**config.mk**
```make
export PLATFORM = sky130hd
export DESIGN_NAME = ps2_host_tx
export DESIGN_NICKNAME = d
export VERILOG_FILES = /design/src/rtl/ps2_host_tx_pkg.sv /design/src/rtl/ps2_line_sync.sv /design/src/rtl/ps2_host_tx.sv
export SDC_FILE = /design/constraint.sdc
export NUM_CORES = 1
export LEC_CHECK = 0
export BUFFER_PORTS_ARGS = -buffer_cell sky130_fd_sc_hd__buf_4
export CORE_MARGIN = 2
export CORE_UTILIZATION = 56
export CTS_BUF_LIST = sky130_fd_sc_hd__clkbuf_8
export CTS_CLUSTER_DIAMETER = 30
export CTS_CLUSTER_SIZE = 8
export DETAILED_ROUTE_END_ITERATION = 8
export PLACE_DENSITY = 0.78
export REMOVE_ABC_BUFFERS = 1
export SYNTH_ARGS = -nofsm -noshare
export SYNTH_HDL_FRONTEND = slang
export SYNTH_SLANG_ARGS = --single-unit
```
**constraint.sdc**
```tcl
create_clock -name i_clk -period 1.7 [get_ports i_clk]
set_input_delay 0.34 -clock i_clk [delete_from_list [all_inputs] [get_ports i_clk]]
set_output_delay 0.34 -clock i_clk [all_outputs]
set_load 0.05 [all_outputs]
```
**src/rtl/ps2_host_tx_pkg.sv**
```systemverilog
// Shared PS/2 host-transmit definitions: FSM encoding, frame constants and
// the on-wire frame builder.
package ps2_host_tx_pkg;

  typedef enum logic [2:0] {
    ST_IDLE,
    ST_INHIBIT,
    ST_REQ,
    ST_RELEASE,
    ST_ACK,
    ST_WAIT_IDLE
  } state_t;

  // data + parity + stop; the receive path sizes its shifter from this too
  localparam int   PS2_FRAME_BITS = 10;
  localparam logic PS2_ACK_OK     = 1'b0;

  // {stop, odd parity, data}, shifted out LSB first after the start bit
  function automatic logic [PS2_FRAME_BITS-1:0] ps2_frame(input logic [7:0] d);
    return {1'b1, ~^d, d};
  endfunction

endpackage

```
**src/rtl/ps2_line_sync.sv**
```systemverilog
// Two-flop synchronizer for one PS/2 pad plus a registered falling-edge
// detector. Flops reset high to match an idle open-drain line.
module ps2_line_sync (
  input  logic i_clk,
  input  logic i_rst,
  input  logic i_line,
  output logic o_sync,
  output logic o_fall
);

  logic r_meta;
  logic r_sync;
  logic r_prev;

  always_ff @(posedge i_clk) begin
    if (i_rst) begin
      r_meta <= 1'b1;
      r_sync <= 1'b1;
      r_prev <= 1'b1;
    end else begin
      r_meta <= i_line;
      r_sync <= r_meta;
      r_prev <= r_sync;
    end
  end

  assign o_sync = r_sync;
  assign o_fall = r_prev & ~r_sync;

endmodule

```
**src/rtl/ps2_host_tx.sv**
```systemverilog
// PS/2 host-to-device transmitter: inhibits the bus, issues the request to
// send, clocks out one command byte on device clocks and checks the ack.
module ps2_host_tx
  import ps2_host_tx_pkg::*;
#(
  parameter int INHIBIT_CYCLES = 5000,
  parameter int TIMEOUT_CYCLES = 750000
) (
  input  logic       i_clk,
  input  logic       i_rst,
  input  logic       i_tx_valid,
  input  logic [7:0] i_tx_data,
  output logic       o_tx_ready,
  input  logic       i_ps2_clk,
  input  logic       i_ps2_data,
  output logic       o_ps2_clk_oe,
  output logic       o_ps2_data_oe,
  output logic       o_busy,
  output logic       o_done,
  output logic       o_ack_error,
  output logic       o_timeout
);

  localparam int ICW = $clog2(INHIBIT_CYCLES + 1);
  localparam int TCW = $clog2(TIMEOUT_CYCLES + 1);

  state_t                    r_state;
  logic [ICW-1:0]            r_cnt;
  logic [TCW-1:0]            r_tcnt;
  logic [PS2_FRAME_BITS-1:0] r_shreg;
  logic [3:0]                r_bitcnt;
  logic                      r_nack;
  logic                      r_clk_oe;
  logic                      r_data_oe;
  logic                      r_done;
  logic                      r_ack_error;
  logic                      r_timeout;

  logic w_clk_sync;
  logic w_clk_fall;
  logic w_data_sync;
  logic w_data_fall_unused;
  logic w_tmo_run;
  logic w_tmo_hit;

  ps2_line_sync u_clk_sync (
    .i_clk  (i_clk),
    .i_rst  (i_rst),
    .i_line (i_ps2_clk),
    .o_sync (w_clk_sync),
    .o_fall (w_clk_fall)
  );

  ps2_line_sync u_data_sync (
    .i_clk  (i_clk),
    .i_rst  (i_rst),
    .i_line (i_ps2_data),
    .o_sync (w_data_sync),
    .o_fall (w_data_fall_unused)
  );

  assign w_tmo_run = (r_state == ST_RELEASE) || (r_state == ST_ACK) ||
                     (r_state == ST_WAIT_IDLE);
  assign w_tmo_hit = (r_tcnt == TCW'(TIMEOUT_CYCLES - 1));

  always_ff @(posedge i_clk) begin
    if (i_rst) begin
      r_state     <= ST_IDLE;
      r_cnt       <= '0;
      r_tcnt      <= '0;
      r_shreg     <= '0;
      r_bitcnt    <= '0;
      r_nack      <= 1'b0;
      r_clk_oe    <= 1'b0;
      r_data_oe   <= 1'b0;
      r_done      <= 1'b0;
      r_ack_error <= 1'b0;
      r_timeout   <= 1'b0;
    end else begin
      r_done      <= 1'b0;
      r_ack_error <= 1'b0;
      r_timeout   <= 1'b0;

      case (r_state)
        ST_IDLE: begin
          if (i_tx_valid) begin
            r_shreg  <= ps2_frame(i_tx_data);
            r_bitcnt <= '0;
            r_cnt    <= '0;
            r_clk_oe <= 1'b1;
            r_state  <= ST_INHIBIT;
          end
        end
        ST_INHIBIT: begin
          if (r_cnt == ICW'(INHIBIT_CYCLES - 1)) begin
            r_data_oe <= 1'b1;
            r_state   <= ST_REQ;
          end else begin
            r_cnt <= r_cnt + 1'b1;
          end
        end
        ST_REQ: begin
          // start bit stays driven; the device now owns the clock
          r_clk_oe <= 1'b0;
          r_tcnt   <= '0;
          r_state  <= ST_RELEASE;
        end
        ST_RELEASE: begin
          if (w_clk_fall) begin
            r_data_oe <= ~r_shreg[0];
            r_shreg   <= {1'b0, r_shreg[PS2_FRAME_BITS-1:1]};
            r_bitcnt  <= r_bitcnt + 1'b1;
            if (r_bitcnt == 4'(PS2_FRAME_BITS - 1))
              r_state <= ST_ACK;
          end
        end
        ST_ACK: begin
          if (w_clk_fall) begin
            r_nack  <= (w_data_sync != PS2_ACK_OK);
            r_state <= ST_WAIT_IDLE;
          end
        end
        ST_WAIT_IDLE: begin
          if (w_clk_sync && w_data_sync) begin
            r_done      <= 1'b1;
            r_ack_error <= r_nack;
            r_state     <= ST_IDLE;
          end
        end
        default: r_state <= ST_IDLE;
      endcase

      // Watchdog restarts on every device clock edge so a slow but live
      // device finishes its frame; a stalled bus aborts after the window.
      if (w_tmo_run) begin
        if (w_tmo_hit) begin
          r_clk_oe    <= 1'b0;
          r_data_oe   <= 1'b0;
          r_timeout   <= 1'b1;
          r_done      <= 1'b0;
          r_ack_error <= 1'b0;
          r_state     <= ST_IDLE;
        end else if (w_clk_fall && (r_state != ST_WAIT_IDLE)) begin
          r_tcnt <= '0;
        end else begin
          r_tcnt <= r_tcnt + 1'b1;
        end
      end
    end
  end

  assign o_tx_ready    = (r_state == ST_IDLE);
  assign o_busy        = (r_state != ST_IDLE);
  assign o_ps2_clk_oe  = r_clk_oe;
  assign o_ps2_data_oe = r_data_oe;
  assign o_done        = r_done;
  assign o_ack_error   = r_ack_error;
  assign o_timeout     = r_timeout;

endmodule

```
After elaboration in Yosys (flattened, before gate mapping). Cells that the tools add are included.

Memory bits (writable): 0. Logic and storage cells: 88. Input port bits: 13. Flip-flop bits (word level): 61. Memories: 0. Output and inout bits: 7. Bits in latches: 0. ROM bits: 0.

Divide/modulo/power cells: 0. Order comparisons: 0. Reductions and logical operators: 13. Muxes and demuxes: 40. $mul: 0. Shift operators: 0. Equality and inequality tests: 12. $add $sub $neg: 3. Bitwise operators: 4.

Operator list (number): $mux 20 (4); $mux 13 (2); $pmux 13 s2 (1); $mux 3 (8); $add 20x1->20 const B (1); $eq 20x20->1 const B (1); $mux 10 (2); $pmux 10 s2 (1); $pmux 3 s6 (1); $mux 1 (16); $add 13x1->13 const B (1); $eq 13x13->1 const B (1); $mux 4 (2); $pmux 4 s2 (1); $reduce_xnor 8->1 (1); $eq 3x2->1 const B (2); $eq 3x3->1 const B (2); $ne 2x2->1 const B (3); $reduce_and 3->1 (2); $add 4x1->4 const B (1); $eq 4x4->1 const B (1); $pmux 1 s2 (2); $reduce_bool 2->1 (2); $eq 3x1->1 const B (1); other kinds (9) (13).

Longest topological paths before layout. Gate-level depths: netlist of the first run.

Depth after elaboration: 6. Mapped depth: 8. Depth with buffers taken out: 7.

By module. From an unflattened synthesis of the first run, not the netlist that was laid out.

Cell total of the unflattened synthesis: 374. Area total of the unflattened synthesis: 3161.8 sq um.

By module, submodules not included: ps2_host_tx (area an instance 2991.6 sq um, sequential area each 1121.1 sq um, times used 1, cells each 360); ps2_line_sync (area an instance 85.1 sq um, sequential area each 60.1 sq um, times used 2, cells each 7).

Least setup slack after synthesis of the first run. Ideal clock, no wire load.

Path kind: register -> output. Start: reg r_state[0]. End: out o_busy. Arrival: 2.354 ns. Slack: -0.994 ns. Stages on the path, launching flop included: 5. Required time: 1.360 ns. Buffers on the path: 2. Cells stage by stage: dfxtp_1 -> buf_2 -> clkbuf_1 -> nor3_1 -> inv_1.

Word-level cells in the longest chain between the ends: 1.

RTL lines: start, declared (RTL line ps2_host_tx.sv:27) `state_t r_state;`; start signal, assigned (RTL line ps2_host_tx.sv:68) `r_state <= ST_IDLE;`; start signal, assigned (RTL line ps2_host_tx.sv:91) `r_state <= ST_INHIBIT;`; start signal, assigned (RTL line ps2_host_tx.sv:97) `r_state <= ST_REQ;`; $reduce_bool 3->1 (RTL line ps2_host_tx.sv:153) `assign o_busy = (r_state != ST_IDLE);`; end, declared (RTL line ps2_host_tx.sv:18) `output logic o_busy,`.

Every way passes these cells.

Worst setup path after layout of the first run.
Start: reg r_tcnt[8]. End: reg r_tcnt[18].

Word-level cells in the longest chain between the ends: 4. Elaborated cells on any way between the ends: 5. Classes of those cells: add/sub: 1; eq/ne: 1; mux: 3.

RTL lines: start, declared (RTL line ps2_host_tx.sv:29) `logic [TCW-1:0] r_tcnt;`; start signal, assigned (RTL line ps2_host_tx.sv:146) `r_tcnt <= r_tcnt + 1'b1;`; $add 20x1->20 (RTL line ps2_host_tx.sv:146); $mux 20 (RTL line ps2_host_tx.sv:143) `end else if (w_clk_fall && (r_state != ST_WAIT_IDLE)) begin`; $mux 20 * (RTL line ps2_host_tx.sv:136) `if (w_tmo_hit) begin`; $mux 20 * (RTL line ps2_host_tx.sv:135) `if (w_tmo_run) begin`.

Mark *: on every way between the ends. The rest lies on a longest branch, timed or not. A chain may end at the register's enable or synchronous reset.

==> results of run 1 <==
[routing by layer]
metal  vias up  global-route usage
met2        55              0.4261
met5         -                   0
met4         0              0.1214
li1       1432                   -
met1      1445              0.2935
met3        16             0.04302
[cells by family (layout without fill, tap and decap cells)]
logic type               after synthesis  in the layout  share of synthesized area
AO/OA/AOI/OAI                         57             57                     0.1419
XOR/XNOR                              21             21                    0.06080
adder cells (fa/ha/maj)                4              4                    0.01654
buffers and inverters                 24            115                    0.03887
flip-flops                            61             61                     0.4036
multiplexers                          12             12                    0.04053
AND/OR/NAND/NOR                      166            166                     0.2978
[worst max-delay path by stage]
stage	cells past startpoint	startpoint	endpoint	slack (ns)
after floorplan	5	r_state[0]	r_tcnt[7]	-1.11
after global placement	7	r_tcnt[19]	r_tcnt[2]	-0.14
after detailed placement	7	r_tcnt[0]	r_tcnt[18]	-0.16
after CTS	7	r_tcnt[18]	r_tcnt[2]	-0.07
after global routing	7	r_state[2]	r_tcnt[7]	-0.22
final	7	r_tcnt[8]	r_tcnt[18]	-0.12
[critical path, delay by kind of cell, from the launching register on]
kind | cells | cell delay, ns
flops | 1 | 0.36
compound gates | 1 | 0.25
simple gates | 4 | 0.72
buf+inv | 2 | 0.38
[sequential cells by signal, summed over array words and instances, names as in the netlist]
name	cells
u_clk_sync.r_prev	1
u_clk_sync.o_sync	1
r_tcnt	20
r_nack	1
u_data_sync.o_sync	1
r_bitcnt	4
r_cnt	13
o_timeout	1
u_clk_sync.r_meta	1
u_data_sync.r_meta	1
o_ps2_clk_oe	1
o_done	1
o_ack_error	1
r_shreg	10
o_ps2_data_oe	1
r_state	3
[cell usage after synthesis (3+ instances only)]
master,count
a211oi_1,16
a21oi_1,9
a221o_1,12
and3_1,16
buf_2,6
buf_4,3
clkbuf_1,6
dfxtp_1,61
ha_1,4
inv_1,7
mux2i_1,10
nand2_1,18
nand2b_1,4
nand3_1,20
nand4_1,8
nor2_1,52
nor2b_1,3
nor3_1,5
nor4_1,8
nor4b_1,3
o21ai_0,5
or2_2,8
xnor2_1,18
xor2_1,3
[report_power, final]
group	total [mW]	switching [mW]	internal, mW
Clock	1.07	0.565	0.506
Combinational	0.273	0.145	0.128
Sequential	1.48	0.0213	1.46
Total	2.82	0.732	2.09
[per-stage QoR]
step / utilization / setup WS, ns / TNS (ns)
2_1_floorplan: - / -1.114 / -32.24
3_3_place_gp: 0.7105 / -0.1371 / -2.097
4_1_cts: 0.7675 / -0.06932 / -0.7709
5_1_grt: 0.8116 / -0.2199 / -3.509
6_report: 0.8116 / -0.1237 / -1.645
3_5_place_dp: 0.7105 / -0.1590 / -2.694
[layout make-up]
| class | instances | share of cell area |
|---|---|---|
| Timing Repair Buffer | 92 | 0.1866 |
| Inverter | 7 | 0.006259 |
| Multi-Input combinational cell | 260 | 0.4510 |
| Clock buffer | 9 | 0.02951 |
| Tap cell | 70 | 0.02086 |
| Clock inverter | 7 | 0.008048 |
| Sequential cell | 61 | 0.2978 |
[what timing repair did]
action | in CTS | in global routing
pin swaps | 9 | 22
setup buffers | 2 | 5
resized for setup | 32 | 37
gates cloned | 1 | 3
setup endpoints to repair | 31 | 39
==> flow_summary.toml, run 1 <==
[timing]
worst_slack_ns = -0.1237
final_hold_viol_count = 0
slew_viol_final = 0
slew_headroom = 0.6970
setup_violations = 20
timing.hold.ws_ns = 0.1763
final.min_clock_period_ns = 1.824
clock.fmax_mhz = 548.3
fin_crit_sh = 1.073
fin_skew_ns = 0.006738
rsz0062_at_grt = "true"
tightest_slew_ns = 0.4530

[layout]
regArea_um2 = 1250
drive_gt1_frac = 0.3899
nNetsFinal = 448
layout_common_cells = "buf_4 (80), nor2_1 (52), dfxtp_1 (44)"
fillCellCount = 306
layout.cells.non_filler = 506
syn2layout_area_growth_pct = 38.75
antenna_cells = 0
multiInputGateArea_um2 = 1893
final_cell_area_um2 = 4198
final_common_cell = "buf_4"

[clock_network]
cts_made_buffers = 9
cts_sinks = 61
htreeDepth = 3
root_buffer = "clkbuf_8"
hold_buffers = 0
cts_tree = "yes"
clkSlewWorstSetupHoldPaths_ns = 0.07
clockBufferDepth = 2
clk-insertion-delay-late_ns = 0.35

[routing]
drt_iter0_drc = 198
wirelength_um = 8213
vias_per_cell = 5.826
dr_wl_met2_um = 4257
firstDrtPassIters = 4
ant_nets = 0
wl_met1_um = 3527
num_vias = 2948
drt-wirelength-per-cell_um = 16.23
met3WireLength_um = 300
routed.top_layer = "met4"
drc = 0

[floorplanning]
die_y_um = 77.50
ios = 20
core_area_um2 = 5172
start_util = 0.5849
die_area_um2 = 6006
row_count = 26
die_w_um = 77.50

[synthesis]
synth_edf_count = 0
synth_cell_types = 55
synth_area_leader_cell = "dfxtp_1"
yosysSeqAreaShare = 0.4036
ys_warn_count = 0
synth_area_leaders = "dfxtp_1 (40%), nor2_1 (6.5%), xnor2_1 (5.2%), a221o_1 (4.0%), a211oi_1 (4.0%)"
synthesis.instances = 345
synthFlopType = "dfxtp_1"
ys_ff_latch = 61
syn_area_per_cell_um2 = 8.769
yosysTopAreaCellShare = 0.4036
async_flop_share = 0
syn_area_um2 = 3025

[critical_path]
required_ns = 1.93
critPathMostFrequentCell = "buf_4"
crit_path_top_delay_cell = "dfxtp_4"
crit_path_end_kind = "flip-flop"
rr_worst_depth = 7
path_cells = "nand4_1 > buf_4 > nor4_2 > buf_4 > nand3_1 > and3_1 > a221o_1"
rr_endpoint = "r_tcnt[18]"
arrival_ns = 2.06
path_max_fanout = 4
cp_slowest_stage_delay_ns = 0.36
r2r_start = "r_tcnt[8]"
cp-start-kind = "flip-flop"
critPathKind = "reg2reg"
rrSetupSlack_ns = -0.12

[placement]
placement.io_buffers = 19
place_congestion = 0.8514
dpl_cell_area_um2 = 3675
place_hpwl_um = 4889
dp_cells = 480

[status]
violations = "negative setup slack"
status = "complete, but fails checks"

[global_route]
grt_pass1_wl_um = 11840
gr-total-overflow = 0
antenna_found_initial = 0
grt_pass1_vias = 2661
grt_max_degree = 32
grt_usage = 0.2461

[min_path]
hold_start = "i_ps2_clk"
hold_path_end = "u_clk_sync.r_meta"
hp-class = "in2reg"
hold_path_depth = 2

[power]
p_per_area_nw_per_um2 = 672.3
p_leak_nw = 1.751
ir_drop_mv = 0.4839
p_total_mw = 2.822

[flow_run]
drv_cap = 0
Note: power is estimated with default switching activity, not from simulation.
==> inputs of run 2 (changes only) <==
- CORE_UTILIZATION: 56 -> 58
- PLACE_DENSITY: 0.78 -> 0.77
- SETUP_SLACK_MARGIN: default -> 0.4
- clock period: 1.7 -> 1.9 ns (I/O delays scaled with it)
==> run 2 against run 1 <==
  * The flow now finishes without violations
  * Combinational power is 9.5% higher
  * Non-clock buffer count increased by 1
  * Fmax rose by 0.83%
  * Clock-buffer cell count is the same
  * Die area decreased by 3.3%
  * Flip-flop and latch count is the same
  * Critical path depth down 2
  * Largest power group is now clock
==> flow_summary.toml, run 2 (same netlist as run 1, synthesis figures left out) <==
[timing]
worst_slack_ns = 0.09126
fin_tns_setup_ns = 0
fin_skew_ns = 0.01286
final.min_clock_period_ns = 1.809
tightest_slew_ns = 0.6375
slew_headroom = 0.5717
final_hold_viol_count = 0
slew_viol_final = 0
clock.fmax_mhz = 552.9
rsz0062_at_grt = "true"
fin_crit_sh = 0.9520
setup_violations = 0

[status]
status = "finished clean"

[layout]
nNetsFinal = 450
top_register = "r_tcnt"
layout_common_cells = "buf_4 (69), dfxtp_1 (42), nor2_1 (41)"
regArea_um2 = 1260
reg_top3 = "r_tcnt (20), r_cnt (13), r_shreg (10)"
multiInputGateArea_um2 = 2157
final_common_cell = "buf_4"
antenna_cells = 0
syn2layout_area_growth_pct = 51.61
fillCellCount = 204
drive_gt1_frac = 0.4795
largest_reg_flops = 20

[floorplanning]
die_y_um = 76.23
die_area_um2 = 5810
die_w_um = 76.23
start_util = 0.5962
row_count = 26
core_area_um2 = 5075
ios = 20

[clock_network]
htreeDepth = 3
hold_buffers = 0
clkSlewWorstSetupHoldPaths_ns = 0.08
cts_sinks = 61
clk-insertion-delay-late_ns = 0.36
cts_tree = "yes"
root_buffer = "clkbuf_8"
cts_made_buffers = 9
clockBufferDepth = 2

[placement]
place_ws_ns = 0.002710
place_congestion = 0.8419
place_hpwl_um = 4818
placement.io_buffers = 19

[global_route]
gr-total-overflow = 0
grt_usage = 0.3218
grt_pass1_wl_um = 14970
antenna_found_initial = 0
grt_max_degree = 21
grt_pass1_vias = 3103

[power]
ir_drop_mv = 0.5472
p_total_mw = 3.179
p_per_area_nw_per_um2 = 693.0
p_leak_nw = 1.883

[routing]
wirelength_um = 11380
num_vias = 3333
vias_per_cell = 6.561
firstDrtPassIters = 6
drc = 0
ant_nets = 0
drt-wirelength-per-cell_um = 22.40
drt_iter0_drc = 387

[critical_path]
path_max_fanout = 5
rr_endpoint = "r_tcnt[7]"
crit_path_end_kind = "flip-flop"
arrival_ns = 2.07
r2r_start = "r_state[2]"
crit_start = "r_state[2]"
required_ns = 2.17
critPathKind = "reg2reg"
cp-endpoint = "r_tcnt[7]"
rr_worst_depth = 5
cp-start-kind = "flip-flop"
rrSetupSlack_ns = 0.09

[flow_run]
drv_cap = 0

[min_path]
hp-class = "in2reg"
[run 2: changes by cell type in the layout (fill, tap and decap cells not counted), sizes merged]
cell           before  now
buf                89   93
bufinv              0    4
clkbuf             11    9
clkdlybuf4s15       1    0
clkinv              6    2
clkinvlp            0    1
inv                 8    7
or2                 8    9
[run 2: worst min-delay path by stage]
stage	endpoint	start	cells after the start
4_1_cts	u_data_sync.r_meta	i_ps2_data	2
5_1_grt	u_clk_sync.r_meta	i_ps2_clk	2
3_5_place_dp	u_clk_sync.o_sync	u_clk_sync.r_meta	1
3_3_place_gp	u_clk_sync.o_sync	u_clk_sync.r_meta	1
2_1_floorplan	u_clk_sync.o_sync	u_clk_sync.r_meta	1
6_report	u_clk_sync.r_meta	i_ps2_clk	2
[run 2: area by class of cell]
type                       instances  area share
clock buffer                       9     0.02700
sequential                        61      0.2747
clock inverter                     7     0.03001
timing repair buffer              93      0.1732
tap                               70     0.01909
inverter                           7    0.005728
multi-input combinational        261      0.4703
[run 2: repair_timing]
item	CTS	global route
setup buffers	28	7
endpoints found under the setup margin	52	52
cloned	5	0
pin swaps	49	32
gates resized for setup	102	49
[run 2: critical path: stages, from the launching register on]
cell,delay [ns]
dfxtp_4,0.37
buf_4,0.14
and2b_1,0.20
nor3_1,0.51
nor2_1,0.26
a31oi_1,0.23
[run 2: power by group]
group / total (mW) / leakage (nW) / internal (mW) / switching [mW]
registers: 1.33 / 0.507 / 1.30 / 0.0285
logic: 0.299 / 1.25 / 0.124 / 0.175
clock network: 1.55 / 0.129 / 0.999 / 0.553
[run 2: through the flow]
step                cells  instance area (um^2)  utilization  hold WS (ns)
global route          508                  4587       0.9038        0.2154
finish                508                  4587       0.9038        0.2158
floorplan             328                  2934            -        0.3895
global placement      452                  3427       0.6753        0.3980
detailed placement    452                  3427       0.6753        0.4024
CTS                   501                  4320       0.8513        0.1991
[run 2: per-layer routing]
metal	part of all wire	GRT usage	up-vias
met4	0.061	0.1564	0
met3	0.063	0.08057	71
met1	0.37	0.3547	1624
li1	-	-	1434
met2	0.51	0.5752	204
met5	0	0	-
